File: config.mk
export PLATFORM = sky130hd
export DESIGN_NAME = pipe_memory_request
export DESIGN_NICKNAME = d
export VERILOG_FILES = /design/src/rtl/pipe_memory_request.sv
export SDC_FILE = /design/constraint.sdc
export NUM_CORES = 1
export LEC_CHECK = 0
export BUFFER_PORTS_ARGS = -buffer_cell sky130_fd_sc_hd__clkbuf_2
export CORE_ASPECT_RATIO = 1.2
export CORE_MARGIN = 5
export CORE_UTILIZATION = 50
export DETAILED_ROUTE_END_ITERATION = 12
export PLACE_DENSITY = 0.93
export SLEW_MARGIN = 30
export SYNTH_ARGS = -nofsm -noshare
export SYNTH_HDL_FRONTEND = slang
export SYNTH_SLANG_ARGS = --single-unit
File: constraint.sdc
create_clock -name clk -period 3.5 [get_ports clk]
set_input_delay 0.175 -clock clk [delete_from_list [all_inputs] [get_ports clk]]
set_output_delay 0.175 -clock clk [all_outputs]
set_load 0.1 [all_outputs]
File: src/rtl/pipe_memory_request.sv
// pipe_memory_request: single-outstanding load/store initiator with lane select, store alignment and pipe stall.
module pipe_memory_request #(
  parameter logic [7:0] TIMEOUT_CYCLES = 8'd255
) (
  input  logic        clk,
  input  logic        rst,
  input  logic        requestValid,
  input  logic        requestIsStore,
  input  logic [2:0]  funct3,
  input  logic [31:0] address,
  input  logic [31:0] storeData,
  output logic        currentPipeStall,
  output logic        requestDone,
  output logic        addressMisaligned,
  output logic        busError,
  output logic [31:0] loadData,
  output logic        memoryEnable,
  output logic        memoryWriteEnable,
  output logic [31:0] memoryAddress,
  output logic [3:0]  memoryByteSelect,
  output logic [31:0] memoryDataWrite,
  input  logic        memoryReady,
  input  logic [31:0] memoryDataRead
);
  typedef enum logic [1:0] {IDLE, ACTIVE, DONE} state_t;
  state_t      r_state, w_next;
  logic [3:0]  w_base;
  logic [6:0]  w_lanes;
  logic [31:0] w_src;
  logic        w_misaligned, w_accept, w_ready, w_timeout, w_unused_funct3;
  logic        r_we, r_mis, r_err;
  logic [31:0] r_addr, r_wdata, r_load;
  logic [3:0]  r_sel;

  assign w_unused_funct3 = funct3[2];
  assign w_base = funct3[1:0] == 2'b00 ? 4'b0001 :
                  funct3[1:0] == 2'b01 ? 4'b0011 :
                  funct3[1:0] == 2'b10 ? 4'b1111 : 4'b0000;
  assign w_lanes = {3'b000, w_base} << address[1:0];
  assign w_misaligned = (w_base == 4'b0000) || |w_lanes[6:4];
  assign w_accept = r_state == IDLE && requestValid && !w_misaligned;
  assign w_ready = r_state == ACTIVE && memoryReady;
  assign w_src = funct3[1:0] == 2'b00 ? {24'd0, storeData[7:0]} :
                 funct3[1:0] == 2'b01 ? {16'd0, storeData[15:0]} : storeData;

`ifdef PIPE_MEMORY_TIMEOUT_EN
  logic [7:0] r_count;
  assign w_timeout = r_state == ACTIVE && !memoryReady && r_count == TIMEOUT_CYCLES - 8'd1;
  always_ff @(posedge clk or negedge rst)
    if (!rst) r_count <= 8'd0;
    else r_count <= w_accept ? 8'd0 : r_state == ACTIVE ? r_count + 8'd1 : r_count;
`else
  assign w_timeout = 1'b0;
`endif

  always_ff @(posedge clk or negedge rst)
    if (!rst) r_state <= IDLE;
    else r_state <= w_next;

  always_comb begin
    w_next = r_state;
    case (r_state)
      IDLE:    w_next = w_accept ? ACTIVE : IDLE;
      ACTIVE:  w_next = (w_ready || w_timeout) ? DONE : ACTIVE;
      default: w_next = IDLE;
    endcase
    currentPipeStall = r_state == ACTIVE || w_accept;
  end

  always_ff @(posedge clk or negedge rst)
    if (!rst) begin
      r_we    <= 1'b0;
      r_mis   <= 1'b0;
      r_err   <= 1'b0;
      r_addr  <= 32'd0;
      r_wdata <= 32'd0;
      r_sel   <= 4'd0;
      r_load  <= 32'd0;
    end else begin
      r_mis <= r_state == IDLE && requestValid && w_misaligned;
      r_err <= w_timeout;
      if (w_accept) begin
        r_we    <= requestIsStore;
        r_addr  <= {address[31:2], 2'b00};
        r_sel   <= w_lanes[3:0];
        r_wdata <= requestIsStore ? w_src << {address[1:0], 3'b000} : 32'd0;
      end
      if (w_ready && !r_we) r_load <= memoryDataRead;
    end

  assign requestDone       = r_state == DONE;
  assign addressMisaligned = r_mis;
  assign busError          = r_err;
  assign loadData          = r_load;
  assign memoryEnable      = r_state == ACTIVE;
  assign memoryWriteEnable = r_we;
  assign memoryAddress     = r_addr;
  assign memoryByteSelect  = r_sel;
  assign memoryDataWrite   = r_wdata;
endmodule

==> results.toml <==
[routing]
via_count = 3560
wl_per_cell_um = 18.1
drtIter0Drc = 143
drc = 0
postRouteAntennaNets = 0
first_pass_iters = 4
via_per_inst = 5.28
routed_wl_um = 12200

[setup_path]
r2r_setup_slack_ns = 1.14
crit_arrival_ns = 2.21
required_ns = 3.32
crit_fanout = 23
r2r-start = "r_state[0]"
r2r-end = "memoryAddress[4]"
end_kind = "output port"
start_kind = "flip-flop"
reg2reg_depth = 5
crit_type = "reg -> out"

[synthesis]
synth_compound_area_share_pct = 12.8
synth_top_area_share_pct = 56.3
seq_area_frac_synth_pct = 56.3
avgSynthCellArea_um2 = 13.0
synth-xor-area-share_pct = 0
synth_simple_gate_area_share_pct = 5.63
synth_fa_ha_area_share_pct = 1.38
netlist_area_um2 = 4530
synth_top_family_by_area = "multiplexers"
ys.warnings.count = 0
synthCells = 350
synth.ff_latch_count = 102
synth_area_leader_cell = "dfrtp_1"
synthMuxAreaShare_pct = 20.1
ys_top_cells_by_area = "dfrtp_1 56%, mux2_2 15%, mux2_1 3.2%, o21ai_0 2.2%, o31ai_2 2.2%"
synth.distinct_cells = 39

[sta]
min_period_ns = 2.38
whs_ns = 0.0345
finalCritPeriodShare_pct = 68.0
max_freq_mhz = 420
hold_viol = 0
worst_pin_slew_ns = 0.826
relSlewSlack_pct = 44.9
finalSetupViolations = 0
finalSetupTns_ns = 0
drv_slew = 0
rsz0062_at_grt = "no"
clock-skew-final_ns = 0.00824

[finish]
antenna_cells = 0
final_core_util_pct = 65.5
fin_nets = 658
fillers = 730
drive_gt1_share_pct = 54.2
area_delta_synth_final_pct = 29.1

[place]
dpl.hpwl_um = 9590
globalplace.congestion = 0.922
port-buffer-count = 205

[cts]
cts_root_buf = "clkbuf_8"
cts.sinks = 102
cts-htree-levels = 3
postCtsSetupBuffers = 0
path_clk_slew_ns = 0.10
cts_buffers = 9
insertion_delay_ns = 0.36
cts_tree = "built"
cts_buffer_depth = 2

[die]
die-area_um2 = 11100
fp-row-count = 38
core_um2 = 8940
start_util_pct = 50.7
fp.dieW_um = 96.9
io_pins = 210
die_h_um = 114

[job]
cap_viol_max_count = 0

[min_path]
hold_class = "in -> reg"
min_to = "memoryAddress[5]"
min_from = "address[5]"
hold_depth = 2

[outcome]
outcome = "finished clean"

[global_routing]
grt_max_degree = 69
grt_overflow = 0
grt_first_pass_wirelength_um = 19200
antenna_found_initial = 0
grt_pass1_vias = 3746
grt_util_all_layers_pct = 21.9
## flip-flops by register name, indices dropped and copies added (netlist names)
register,cells
memoryDataWrite,32
addressMisaligned,1
memoryAddress,30
memoryByteSelect,4
memoryWriteEnable,1
r_state,2
loadData,32
## metrics by stage
stage | instances | cell area, um2 | worst slack (ns)
6_report | 674 | 5850 | 1.12
5_1_grt | 674 | 5850 | 0.941
4_1_cts | 674 | 5850 | 1.09
3_3_place_gp | 657 | 5620 | 1.18
3_5_place_dp | 657 | 5620 | 1.10
2_1_floorplan | 352 | 4540 | 1.35
## layout by cell type, fill, tap and decap left out, drive strengths merged, types with 6 or more instances in the layout
master  synthesis  layout
nor3b          10      10
o21ai          29      29
o22ai           8       8
nand2          21      21
mux2i           9       9
inv             4       6
o31ai           8       8
dfrtp         102     102
a21oi          18      18
a22o            7       7
a32oi           8       8
clkbuf          8     214
mux2           72      72
buf            17       6
## how the worst max path moves through the flow
stage,slack [ns],startpoint,cells after the start,endpoint
detailed placement,1.10,funct3[1],8,memoryAddress[4]
CTS,1.09,r_state[0],5,currentPipeStall
global route,0.94,r_state[0],5,currentPipeStall
global placement,1.18,funct3[1],8,memoryAddress[2]
finish,1.12,r_state[0],5,currentPipeStall
floorplan,1.35,funct3[0],8,currentPipeStall
## routing by layer
metal	up-vias	GRT usage [%]	share of wire [%]
li1	1659	-	-
met2	150	37.2	52
met4	0	7.87	2.3
met1	1733	25.9	38
met5	-	0	0
met3	18	7.56	7.7
## cell usage after synthesis
library cell,n
a211oi_2,1
a21o_1,1
a21oi_1,17
a21oi_4,1
a22o_1,7
a31o_2,1
a31oi_1,1
a32oi_1,8
and2_1,1
buf_2,10
buf_4,4
buf_6,3
clkbuf_1,8
clkinv_1,2
conb_1,1
dfrtp_1,102
ha_1,5
inv_1,4
mux2_1,13
mux2_2,59
mux2i_1,8
mux2i_4,1
nand2_1,21
nand2b_1,2
nor2_1,3
nor2_2,1
nor2b_1,4
nor3_1,1
nor3_2,1
nor3b_1,8
nor3b_2,2
nor4b_1,1
o21a_1,1
o21ai_0,20
o21ai_1,9
o22ai_1,8
o31ai_2,8
o41ai_1,1
or2_1,1
## final cells by class
class / instances / area, um2 / area share [%]
Tap cell: 120 / 150 / 2.56
Sequential cell: 102 / 2550 / 43.6
Multi-Input combinational cell: 219 / 1830 / 31.3
Timing Repair Buffer: 211 / 1080 / 18.4
Clock inverter: 6 / 92.6 / 1.58
Clock buffer: 10 / 128 / 2.18
Inverter: 6 / 22.5 / 0.385
## timing repair
action | CTS | global route
hold endpoints to repair | 67 | 0
resized for setup | 0 | 0
hold buffers | 1 | 0
## worst max-delay path, stage by stage, from the launching register on
cell and delay, ns:
dfrtp_1 0.40, nor2_1 0.10, nand2_1 0.41, or2_1 0.41, nand2_1 0.08, clkbuf_2 0.46
## kinds of logic (layout without fill, tap and decap cells)
logic type                 Yosys count  count (layout)
adders and majority gates            5               5
and+or+nand+nor                     46              46
other                                1               3
DFF                                102             102
AOI/OAI and AO/OA                   84              84
muxes                               81              81
buffers and inverters               31             233
Power is not shown: default switching activity piles up to over one toggle a cycle in this logic, so the estimate is an artifact.
